## config.mk

```make
export PLATFORM = sky130hd
export DESIGN_NAME = arrow_seq_matcher
export DESIGN_NICKNAME = d
export VERILOG_FILES = /design/src/rtl/arrow_pkg.sv /design/src/rtl/key_press_detect.sv /design/src/rtl/arrow_seq_matcher.sv
export SDC_FILE = /design/constraint.sdc
export NUM_CORES = 1
export LEC_CHECK = 0
export CAP_MARGIN = 40
export CORE_AREA = 2 2 82 104
export CTS_CLUSTER_SIZE = 16
export DETAILED_ROUTE_END_ITERATION = 16
export DIE_AREA = 0 0 84 106
export HOLD_SLACK_MARGIN = 0.08
export PLACE_DENSITY = 0.56
export SLEW_MARGIN = 20
export SYNTH_ARGS = -nofsm -noshare
export SYNTH_HDL_FRONTEND = slang
export SYNTH_SLANG_ARGS = --single-unit
export TNS_END_PERCENT = 1
```

## constraint.sdc

```tcl
create_clock -name clk -period 1.8 [get_ports clk]
set_input_delay 0.36 -clock clk [delete_from_list [all_inputs] [get_ports clk]]
set_output_delay 0.36 -clock clk [all_outputs]
set_load 0.02 [all_outputs]
```

## src/rtl/arrow_pkg.sv

```systemverilog
// Shared definitions for the arrow game datapath: matcher state encoding,
// the reserved "no key" code and a sequence-length range helper.
package arrow_pkg;

   typedef enum logic [1:0] {
      IDLE = 2'd0,
      RUN  = 2'd1,
      DONE = 2'd2
   } state_t;

   localparam int KEY_NONE = 0;

   function automatic logic len_in_range(input int len, input int max_len);
      return (len >= 1) && (len <= max_len);
   endfunction

endpackage

```

## src/rtl/key_press_detect.sv

```systemverilog
// Turns a level key code into one press pulse per key-down; a key already held
// when reset is released is ignored until it has been let go.
module key_press_detect
   import arrow_pkg::*;
#(
   parameter int KEY_W = 4
) (
   input  logic             clk,
   input  logic             reset,
   input  logic [KEY_W-1:0] key_pressed,
   output logic             press,
   output logic [KEY_W-1:0] press_code
);

   logic [KEY_W-1:0] key_q;
   logic [KEY_W-1:0] key_d;
   logic             hold_q;
   logic             hold_d;
   logic             key_down;

   assign key_down = (key_pressed != KEY_W'(KEY_NONE));

   always_comb begin
      key_d  = key_pressed;
      hold_d = hold_q && key_down;
   end

   always_ff @(posedge clk) begin
      if (reset) begin
         key_q  <= '0;
         hold_q <= key_down;
      end else begin
         key_q  <= key_d;
         hold_q <= hold_d;
      end
   end

   assign press      = key_down && (key_q == KEY_W'(KEY_NONE)) && !hold_q;
   assign press_code = key_pressed;

endmodule

```

## src/rtl/arrow_seq_matcher.sv

```systemverilog
// Arrow game key-sequence matcher: follows key presses against a programmable
// target sequence and reports win, miss, timeout and progress.
module arrow_seq_matcher
   import arrow_pkg::*;
#(
   parameter int KEY_W       = 4,
   parameter int MAX_LEN     = 8,
   parameter int TIMEOUT_CYC = 1000
) (
   input  logic                         clk,
   input  logic                         reset,
   input  logic [KEY_W-1:0]             key_pressed,
   input  logic                         seq_wr_en,
   input  logic [$clog2(MAX_LEN)-1:0]   seq_wr_addr,
   input  logic [KEY_W-1:0]             seq_wr_data,
   input  logic [$clog2(MAX_LEN+1)-1:0] seq_len,
   output logic                         win,
   output logic                         miss,
   output logic                         timeout,
   output logic [$clog2(MAX_LEN+1)-1:0] progress
);

   localparam int AW = $clog2(MAX_LEN);
   localparam int PW = $clog2(MAX_LEN + 1);
   localparam int TW = (TIMEOUT_CYC > 1) ? $clog2(TIMEOUT_CYC) : 1;

   state_t           state_q,    state_d;
   logic [PW-1:0]    progress_q, progress_d;
   logic             miss_q,     miss_d;
   logic             timeout_q,  timeout_d;
   logic [TW-1:0]    timer_q,    timer_d;
   logic [PW-1:0]    seq_len_q,  seq_len_d;
   logic [KEY_W-1:0] seq_mem_q [MAX_LEN];
   logic [KEY_W-1:0] seq_mem_d [MAX_LEN];

   logic             press;
   logic [KEY_W-1:0] press_code;
   logic [AW-1:0]    rd_idx;
   logic [KEY_W-1:0] exp_key;
   logic [PW-1:0]    base_prog;
   logic [PW-1:0]    next_prog;
   logic             enabled;
   logic             abort;

   key_press_detect #(
      .KEY_W(KEY_W)
   ) u_key_press_detect (
      .clk        (clk),
      .reset      (reset),
      .key_pressed(key_pressed),
      .press      (press),
      .press_code (press_code)
   );

   // A press in DONE starts a fresh attempt, so it is judged against slot 0.
   assign base_prog = (state_q == DONE) ? '0 : progress_q;
   assign next_prog = base_prog + PW'(1);
   assign rd_idx    = base_prog[AW-1:0];
   assign exp_key   = seq_mem_q[rd_idx];
   assign enabled   = len_in_range(int'(seq_len), MAX_LEN);
   assign abort     = !enabled
                    || (seq_len != seq_len_q)
                    || (seq_wr_en && (state_q != IDLE));

   always_comb begin
      seq_len_d = seq_len;
      seq_mem_d = seq_mem_q;
      if (seq_wr_en) begin
         seq_mem_d[seq_wr_addr] = seq_wr_data;
      end
   end

   always_comb begin
      state_d    = state_q;
      progress_d = progress_q;
      miss_d     = 1'b0;
      timeout_d  = 1'b0;
      timer_d    = timer_q;

      if (abort) begin
         state_d    = IDLE;
         progress_d = '0;
         timer_d    = '0;
      end else if (press) begin
         timer_d = '0;
         if (press_code == exp_key) begin
            progress_d = next_prog;
            state_d    = (next_prog == seq_len) ? DONE : RUN;
         end else begin
            miss_d     = 1'b1;
            progress_d = '0;
            state_d    = IDLE;
         end
      end else if ((TIMEOUT_CYC != 0) && (state_q == RUN)) begin
         // A press landing on the expiry cycle was handled above, so it wins.
         if (timer_q == TW'(TIMEOUT_CYC - 1)) begin
            timeout_d  = 1'b1;
            progress_d = '0;
            state_d    = IDLE;
            timer_d    = '0;
         end else begin
            timer_d = timer_q + TW'(1);
         end
      end
   end

   always_ff @(posedge clk) begin
      if (reset) begin
         state_q    <= IDLE;
         progress_q <= '0;
         miss_q     <= 1'b0;
         timeout_q  <= 1'b0;
         timer_q    <= '0;
         seq_len_q  <= seq_len;
      end else begin
         state_q    <= state_d;
         progress_q <= progress_d;
         miss_q     <= miss_d;
         timeout_q  <= timeout_d;
         timer_q    <= timer_d;
         seq_len_q  <= seq_len_d;
      end
   end

   // Sequence storage survives reset so a loaded pattern need not be reloaded.
   always_ff @(posedge clk) begin
      seq_mem_q <= seq_mem_d;
   end

   assign win      = (state_q == DONE);
   assign miss     = miss_q;
   assign timeout  = timeout_q;
   assign progress = progress_q;

endmodule

```

==> results of run 1 <==
-- layout make-up --
type	instances	share of cell area (%)
clock inverters	7	2.40
multi-input cells	164	32.2
repair buffers	87	18.8
clock buffers	9	3.21
well taps	97	3.14
inverters	12	1.17
flip-flops and latches	59	39.0
-- synth_stat cells, types with 2 or more instances --
cell       number  share of area, %
o21ai_1         4              0.74
buf_2           3              0.56
buf_4           3              0.83
a31oi_1         2              0.46
nand2b_1        5               1.2
dfxtp_1        27                20
o22ai_1         2              0.46
a21oi_1         5              0.93
nand4_1         3              0.70
clkbuf_1        3              0.42
xor2_1          7               2.3
nor3_1         10               1.9
a221oi_1        2              0.65
o21a_1          3              0.83
nor4_1          3              0.70
inv_1          12               1.7
nor2b_1         7               1.6
nand3_1        10               1.9
ha_1            2              0.93
o2111ai_1       7               2.3
nor2_1         25               3.5
o21ai_0         5              0.93
mux4_2          2               1.7
xnor2_1         8               2.6
nand2_1        19               2.6
edfxtp_1       32                36
mux2i_1         5               1.9
and4_1          2              0.65
a311oi_1        3              0.97
or3_1           2              0.46
-- final timing paths --
| check | cells after the start | endpoint | from |
|---|---|---|---|
| worst min-delay path | 1 | seq_len_q[1]$_DFF_P_ | seq_len[1] |
| worst min register to register | 2 | progress[3]$_SDFFE_PP0P_ | progress[3]$_SDFFE_PP0P_ |
| worst max-delay path | 9 | state_q[1]$_SDFFE_PP0P_ | state_q[0]$_SDFFE_PP0P_ |
| worst max register to register | 9 | state_q[1]$_SDFFE_PP0P_ | state_q[0]$_SDFFE_PP0P_ |
-- cell usage in the layout, fill, tap and decap left out, types with 4 or more instances in the layout --
| cell type | count |
|---|---|
| nor2_1 | 25 |
| nand3_1 | 10 |
| dlygate4sd2_1 | 5 |
| nand2_1 | 19 |
| o2111ai_2 | 4 |
| nor3_1 | 7 |
| xor2_1 | 7 |
| a21oi_1 | 5 |
| clkdlybuf4s50_1 | 19 |
| mux2i_1 | 5 |
| buf_4 | 60 |
| clkbuf_8 | 9 |
| nor2b_1 | 7 |
| nand2b_1 | 4 |
| dfxtp_1 | 24 |
| xnor2_1 | 7 |
| inv_1 | 12 |
| o21ai_0 | 4 |
| edfxtp_1 | 32 |
-- stage by stage --
step	cells	setup TNS, ns	utilization, %	setup slack, ns	power [uW]
after floorplan	245	-0.0175	-	-0.00943	1560
after global placement	415	-7.45	43.4	-0.481	1670
after detailed placement	415	-8.10	43.4	-0.524	1670
after CTS	431	-0.964	46.1	-0.154	2970
after global routing	435	-3.03	48.2	-0.277	3080
final	435	-1.05	48.2	-0.164	2960
-- flip-flops by register name (all words and copies together), names as in the netlist --
signal / cells
miss: 1
u_key_press_detect.hold_q: 1
seq_len_q: 4
seq_mem_q: 32
progress: 4
u_key_press_detect.key_q: 4
state_q: 2
timeout: 1
timer_q: 10
-- report_power, final --
group          switching, uW  internal (uW)
Sequential              11.5           1450
Combinational           92.1            104
Clock                    524            773
-- logic make-up after synthesis --
| logic type | Yosys count | synth area share (%) |
|---|---|---|
| AOI/OAI and AO/OA | 42 | 11.2 |
| adders and majority gates | 2 | 0.927 |
| and+or+nand+nor | 96 | 18.7 |
| buffers and inverters | 22 | 3.90 |
| muxes | 8 | 3.94 |
| DFF | 59 | 55.7 |
| xor gates and xnor gates | 16 | 5.71 |
-- repair_timing --
item / 4_1_cts / 5_1_grt
gates resized for setup: 7 / 22
pin swaps: 3 / 10
setup buffers: 0 / 4
setup endpoints to repair: 22 / 19
-- metal layers --
| metal | global-route usage, % | wire [um] |
|---|---|---|
| met5 | 0 | 0 |
| met4 | 8.29 | 174 |
| met3 | 3.03 | 135 |
| met2 | 27.4 | 3390 |
| met1 | 15.4 | 2420 |
==> run summary, run 1 <==
worst path cell trace: nand2b_4 > nand2_1 > inv_1 > ha_4 > xor2_1 > nor3_2 > and4_1 > o2111ai_2 > o22ai_2
Final min period: 1.96 ns
Port Buffers: 24
first-pass GRT wire length: 9.97 mm
Post-DP Area: 3470 um^2
Worst Tran Pin Value: 0.390 ns
crit path kind: flip-flop to flip-flop
Vias: 2106
crit end category: flip-flop
Total Wirelength: 6.12 mm
number of synthesized register bits: 59
status: complete, but fails checks
I/O pin count: 25
crit-path max FO: 4
largest net degree at the start of global routing: 13
final hold vios: 0
gpl congestion: 0.832
1st-iter DRT viols: 61
Layout Nets: 353
Post-synth ARST share: 0%
Post-synth EDFFs: 32
mapped cell area: 2700 um^2
DRT antenna net count: 0
die footprint: 8900 um^2
clk buf depth: 2
Distinct cells, synth: 52
Fmax: 509 MHz
max incr delay on CP: 0.32 ns
antenna violations before repair: 0
RSZ-0062 raised after global routing: true
Core ar.: 8010 um^2
HPWL Detailed: 4.69 mm
# diodes: 0
period utilization: 109%
max_slew headroom: 73.8%
R2R Setup Slk: -0.16 ns
CTS tree: built
CTS Sinks: 59
Initial Utilization: 33.7%
Power Dens Cells: 766 nW/um^2
final setup fails: 9
Synth Flop Type: edfxtp_1
HP Class: input port to flip-flop
clk_lat worst skew: 0.34 ns
Die Y: 106 um
DR WL/cell: 14.1 um
worst vdd ir: 385 uV
drt pass-1 iters: 4
Critical path buffers and inverters: 1
H-tree levels: 3
Post-Syn Area per Cell: 11.0 um^2
Leakage: 0.00142 uW
Die W: 84 um
register area share after synthesis: 55.7%
CTS Hold Buffers Added: 0
multi-input logic area: 1240 um^2
layout cells sized above 1: 32.5%
Layout area overhead: 43.1%
Clock Skews: 0.00680 ns
Final Cell Area: 3860 um^2
failing checks: setup timing
Max Cap Viol: 0
CP Data Required Time: 2.07 ns
Ys Warns: 0
Syn Inst Count: 245
Clock transition at path regs: 0.07 ns
slowest CP cell: dfxtp_1
Layout fillers: 758
Reg area: 1510 um^2
crit start category: flip-flop
gr ovfl total: 0
WP data arrival: 2.23 ns
Hold Slack: 0.396 ns
DR DRC count: 0
top cell family by delay on the critical path: simple AND/OR/NAND/NOR gates
Slew Viols, Final: 0
vias in the first global route: 2129
vias per cell: 4.84
row cnt: 37
Root Buffer Master: clkbuf_8
GRT Total Usage: 14.8%
TritonCTS Buffers: 9
worst setup margin: -0.164 ns
Post-Syn Nets: 265
No activity file was read; power rests on OpenSTA's default activity.
==> inputs of run 2 (changes only) <==
==> constraint.sdc (replaced) <==
create_clock -name clk -period 1.8 [get_ports clk]
set_input_delay 0.36 -clock clk [delete_from_list [all_inputs] [get_ports clk]]
set_output_delay 0.36 -clock clk [all_outputs]
set_load 0.05 [all_outputs]
==> run 2 against run 1 <==
  * The flow still finishes with violations (setup timing)
  * Combinational power fell by 6%
  * First-iteration DRC count rose by 13%
  * Count of clock-buffer cells in the layout unchanged
  * Setup slack better by 0.037 ns
  * Routed wire length shrank 2.6%
  * Critical path type unchanged
  * Critical endpoint is now progress[1]$_SDFFE_PP0P_
  * Highest routed layer unchanged
==> run summary, run 2 (synthesis results as in run 1) <==
CTS Hold Buffers Added: 0 (unchanged)
worst path cell trace: buf_12 > mux2i_1 > a311oi_1 > buf_4 > o32ai_4 > xor2_1 > nand3b_1 > buf_6 > o22ai_2
drt pass-1 iters: 6 (+2)
Power Dens Cells: 708 nW/um^2 (-7.5%)
Clock transition at path regs: 0.07 ns (about the same)
first-pass GRT wire length: 9.81 mm (-1.6%)
CTS Sinks: 59 (unchanged)
clock power share: 38.1% (-5.8 points)
crit end category: flip-flop
Worst Tran Pin Value: 0.361 ns (-0.0290 ns)
Final min period: 1.93 ns (-0.0365 ns)
crit-path max FO: 6 (+2)
DR WL/cell: 13.7 um (-2.4%)
RR Startpoint: progress[0]$_SDFFE_PP0P_
gpl congestion: 0.802 (-3.6%)
DRT antenna net count: 0 (unchanged)
slowest CP cell: dfxtp_4
Die W: 84 um (unchanged)
largest net degree at the start of global routing: 12 (-1)
most common cell after layout, fill and taps aside: buf_4
gr ovfl total: 0 (unchanged)
Largest Register: seq_mem_q
row cnt: 37 (unchanged)
I/O pin count: 25 (unchanged)
largest registers: seq_mem_q x32, timer_q x10
Slew Viols, Final: 0 (unchanged)
antenna violations before repair: 0 (unchanged)
Finished Layout Cells: 434 (-0.23%)
worst vdd ir: 505 uV (+31%)
Die Y: 106 um (unchanged)
vias in the first global route: 2111 (-0.85%)
Layout Nets: 352 (-0.28%)
max incr delay on CP: 0.39 ns (+0.07 ns)
RSZ-0062 raised after global routing: true
CTS tree: built
Max Cap Viol: 0 (unchanged)
Total Wirelength: 5.96 mm (-2.6%)
H-tree levels: 3 (unchanged)
crit start category: flip-flop
final hold vios: 0 (unchanged)
max_slew headroom: 75.7% (+1.9 points)
Setup Slack @ Placement: -0.491 ns (+0.0327 ns)
Leakage: 0.00139 uW (-1.7%)
dpl cells: 415 (unchanged)
worst setup margin: -0.128 ns (+0.0365 ns)
failing checks: setup timing
final setup TNS: -0.726 ns (+0.320 ns)
clk_lat worst skew: 0.34 ns (about the same)
most frequent cells in the layout: buf_4, edfxtp_1, nor2_1, dfxtp_1, nand2_1
Core ar.: 8010 um^2 (unchanged)
period utilization: 107% (-2.0 points)
vias per cell: 4.83 (-0.29%)
min-delay src: seq_len[2]
Layout area overhead: 39.2%
net switching power figure: 621 uW (-1.1%)
DR DRC count: 0 (unchanged)
Switching Fraction: 23.3% (+2.1 points)
clk buf depth: 2 (unchanged)
Initial Utilization: 33.7% (unchanged)
HP Class: input port to flip-flop
Vias: 2095 (-0.52%)
Fmax: 519 MHz (+1.9%)
GRT Total Usage: 14.4% (-0.43 points)
1st-iter DRT viols: 69 (+13%)
Cell Int Power: 2040 uW (-12%)
status: complete, but fails checks
WP data arrival: 2.20 ns (-0.03 ns)
CP Data Required Time: 2.07 ns (about the same)
final setup fails: 7 (-2)
Port Buffers: 24 (unchanged)
Root Buffer Master: clkbuf_8
layout cells sized above 1: 32.3% (-0.20 points)
die footprint: 8900 um^2 (unchanged)
# diodes: 0 (unchanged)
Clock Skews: 0.00778 ns (+0.000980 ns)
TritonCTS Buffers: 9 (unchanged)
HPWL Detailed: 4.57 mm (-2.7%)
crit path kind: flip-flop to flip-flop
Sequential Power Share: 55.0% (+5.5 points)
crit path from: progress[0]$_SDFFE_PP0P_
max reg flops: 32 (unchanged)
Comb power frac: 7.0% (+0.4 points)
run 2: worst paths after layout:
kind | end | cells past startpoint | slack [ns]
setup / recovery | progress[1]$_SDFFE_PP0P_ | 9 | -0.13
hold reg to reg | progress[3]$_SDFFE_PP0P_ | 2 | 0.49
hold / removal | seq_len_q[2]$_DFF_P_ | 2 | 0.35
setup reg to reg | progress[1]$_SDFFE_PP0P_ | 9 | -0.13
run 2: per-layer routing:
metal  up-vias  GRT usage (%)  part of all wire [%]
met1       973           15.3                    41
met4         0           6.45                   3.0
met5         -              0                     0
met3        14           4.43                   2.8
li1       1085              -                     -
met2        23           25.9                    53
run 2: worst max-delay path, delay by kind of cell, from the launching register on:
kind	cells	cell delay, ns
muxes	1	0.12
DFF	1	0.39
and+or+nand+nor	1	0.21
AOI/OAI and AO/OA	3	0.49
xor gates and xnor gates	1	0.14
buffers and inverters	3	0.50
run 2: through the flow:
stage	hold WS [ns]	total power, uW	util [%]	instance area, um^2
floorplan	0.388	1560	-	2720
global placement	0.449	1670	43.3	3460
detailed placement	0.468	1670	43.3	3460
CTS	0.374	2690	46.6	3740
global route	0.354	2770	46.9	3760
finish	0.346	2660	46.9	3760
run 2: layout make-up:
class / instances / area (um^2)
Clock buffer: 9 / 124
Clock inverter: 7 / 45.0
Fill cell: 761 / 4250
Inverter: 12 / 45.0
Multi-Input combinational cell: 164 / 1180
Sequential cell: 59 / 1510
Tap cell: 97 / 121
Timing Repair Buffer: 86 / 733
run 2: power groups by stage:
stage	Clock (uW)	Sequential [uW]	Combinational, uW
3_3_place_gp	0	1490	178
2_1_floorplan	0	1490	70.1
4_1_cts	1050	1460	186
5_1_grt	1110	1460	202
3_5_place_dp	0	1490	179
6_report	1010	1460	185
run 2: what timing repair did:
action	4_1_cts	5_1_grt
pin swaps	8	3
resized for setup	17	6
endpoints found under the hold margin	0	0
endpoints found under the setup margin	18	18
setup buffers	3	0
==> inputs of run 3 (changes only) <==
--- a/config.mk
+++ b/config.mk
@@ -7,11 +7,11 @@
 export LEC_CHECK = 0
 export CAP_MARGIN = 40
 export CORE_AREA = 2 2 82 104
-export CTS_CLUSTER_SIZE = 16
+export CTS_CLUSTER_SIZE = 20
 export DETAILED_ROUTE_END_ITERATION = 16
 export DIE_AREA = 0 0 84 106
 export HOLD_SLACK_MARGIN = 0.08
-export PLACE_DENSITY = 0.56
+export PLACE_DENSITY = 0.54
 export SLEW_MARGIN = 20
 export SYNTH_ARGS = -nofsm -noshare
 export SYNTH_HDL_FRONTEND = slang
==> run 3 against run 2 <==
  * The flow still finishes with violations (setup timing)
  * Critical path depth stayed put
  * Flip-flop and latch count stayed put
  * Utilization is 0.38 points higher
  * Register-to-register slack hardly changed
  * Global-route usage is 0.096 points lower
  * Hold slack worse by 0.0028 ns
  * Setup slack worse by 0.0054 ns
  * Clock skew is 0.00070 ns lower
  * Maximum frequency is 0.28% lower
  * Via count is 2.3% lower
  * Die area stayed put
  * Critical path type unchanged
  * Largest power group unchanged
==> run summary, run 3 (synthesis results as in run 1) <==
CP most frequent cell: buf_4
Max Cap Viol: 0 (unchanged)
TritonCTS Buffers: 9 (unchanged)
clk_lat worst skew: 0.33 ns (about the same)
worst path cell trace: buf_4 > buf_4 > nor2_1 > a311oi_1 > o32ai_1 > xor2_1 > nand3b_1 > buf_4 > o22ai_2
crit start category: flip-flop
first-pass GRT wire length: 9.80 mm (about the same)
Vias: 2046 (-2.3%)
GRT Total Usage: 14.3% (-0.096 points)
worst vdd ir: 660 uV (+31%)
clock power share: 43.3% (+5.2 points)
multi-input logic area: 1200 um^2 (+1.8%)
Initial Utilization: 33.7% (unchanged)
max_slew headroom: 74.0% (-1.7 points)
Post-DP Area: 3450 um^2 (-0.51%)
vias per cell: 4.77 (-1.2%)
largest registers: seq_mem_q x32, timer_q x10
crit end category: flip-flop
CTS tree: built
I/O pin count: 25 (unchanged)
Largest Register: seq_mem_q
gpl congestion: 0.823 (+2.6%)
HP Class: input port to flip-flop
Sequential Power Share: 50.3% (-4.7 points)
CP Data Required Time: 2.06 ns (about the same)
top cell family by delay on the critical path: compound AO/OA/AOI/OAI gates
Power Dens Cells: 768 nW/um^2 (+8.4%)
antenna violations before repair: 0 (unchanged)
slowest CP cell: dfxtp_4
Leakage: 0.00139 uW (-0.26%)
Die W: 84 um (unchanged)
die footprint: 8900 um^2 (unchanged)
Port Buffers: 24 (unchanged)
Slew Viols, Final: 0 (unchanged)
Final Util: 47.3% (+0.38 points)
Die Y: 106 um (unchanged)
vias in the first global route: 2078 (-1.6%)
Final Cell Area: 3790 um^2 (+0.80%)
H-tree levels: 3 (unchanged)
worst setup margin: -0.133 ns (-0.00541 ns)
Root Buffer Master: clkbuf_8
gr ovfl total: 0 (unchanged)
Clock Skews: 0.00708 ns (-0.000699 ns)
Comb power frac: 6.4% (-0.6 points)
crit path kind: flip-flop to flip-flop
Clock transition at path regs: 0.06 ns (about the same)
Switching Fraction: 20.5% (-2.8 points)
Layout area overhead: 40.4%
drt pass-1 iters: 4 (-2)
Core ar.: 8010 um^2 (unchanged)
DRT antenna net count: 0 (unchanged)
final setup fails: 7 (unchanged)
# diodes: 0 (unchanged)
DR WL/cell: 14.0 um (+2.0%)
Cell Int Power: 2310 uW (+13%)
Layout Nets: 347 (-1.4%)
final hold vios: 0 (unchanged)
RSZ-0062 raised after global routing: true
layout cells sized above 1: 30.7% (-1.6 points)
status: complete, but fails checks
max incr delay on CP: 0.37 ns (-0.02 ns)
1st-iter DRT viols: 77 (+12%)
net switching power figure: 596 uW (-4.0%)
most frequent cells in the layout: buf_4, edfxtp_1, nor2_1, dfxtp_1, nand2_1
Worst Tran Pin Value: 0.389 ns (+0.0273 ns)
Final min period: 1.93 ns (+0.00541 ns)
period utilization: 107% (+0.30 points)
failing checks: setup timing
Fmax: 517 MHz (-0.28%)
CTS Sinks: 59 (unchanged)
Reg area: 1510 um^2 (unchanged)
Critical path buffers and inverters: 3 (unchanged)
Total Wirelength: 6.01 mm (+0.87%)
most common cell after layout, fill and taps aside: buf_4
HPWL Detailed: 4.67 mm (+2.2%)
row cnt: 37 (unchanged)
clk buf depth: 2 (unchanged)
largest net degree at the start of global routing: 17 (+5)
WP data arrival: 2.19 ns (about the same)
crit-path max FO: 5 (-1)
Layout fillers: 752 (-1.2%)
DR DRC count: 0 (unchanged)
CTS Hold Buffers Added: 0 (unchanged)
max reg flops: 32 (unchanged)
-- run 3: cell type report --
class | instances | share of cell area (%)
clock buffer | 9 | 3.27
clock inverter | 7 | 2.18
inverter | 12 | 1.19
multi-input combinational | 164 | 31.7
sequential | 59 | 39.9
tap | 97 | 3.21
timing repair buffer | 81 | 18.6
-- run 3: per-layer routing --
layer	global-route usage, %	share of wire (%)
met5	0	0
met4	6.22	2.0
met3	2.80	1.9
met2	27.1	56
met1	15.1	41
-- run 3: what timing repair did --
item / 4_1_cts / 5_1_grt
endpoints found under the setup margin: 18 / 17
resized for setup: 14 / 8
pin swaps: 4 / 2
hold endpoints to repair: 0 / 0
buffers inserted: 0 / 2
-- run 3: worst paths after layout --
| check | slack [ns] | depth (start not counted) | endpoint | startpoint |
|---|---|---|---|---|
| worst max-delay path | -0.13 | 9 | progress[1]$_SDFFE_PP0P_ | progress[0]$_SDFFE_PP0P_ |
| worst min-delay path | 0.34 | 1 | seq_len_q[1]$_DFF_P_ | seq_len[1] |
| worst max register to register | -0.13 | 9 | progress[1]$_SDFFE_PP0P_ | progress[0]$_SDFFE_PP0P_ |
| worst min register to register | 0.50 | 2 | progress[3]$_SDFFE_PP0P_ | progress[3]$_SDFFE_PP0P_ |
-- run 3: power by group through the flow --
stage	registers [uW]	logic (uW)	clock network (uW)
3_5_place_dp	1490	180	0
4_1_cts	1460	184	1290
6_report	1460	187	1260
3_3_place_gp	1490	178	0
2_1_floorplan	1490	70.1	0
5_1_grt	1460	204	1360
-- run 3: per-stage QoR --
stage / setup TNS [ns] / power (uW) / setup WS (ns) / std cells / hold WS (ns)
5_1_grt: -1.45 / 3020 / -0.222 / 429 / 0.338
4_1_cts: -0.618 / 2930 / -0.111 / 427 / 0.333
3_5_place_dp: -9.82 / 1670 / -0.613 / 411 / 0.483
3_3_place_gp: -7.39 / 1670 / -0.476 / 411 / 0.450
2_1_floorplan: -0.407 / 1560 / -0.0889 / 245 / 0.388
6_report: -0.711 / 2910 / -0.133 / 429 / 0.343
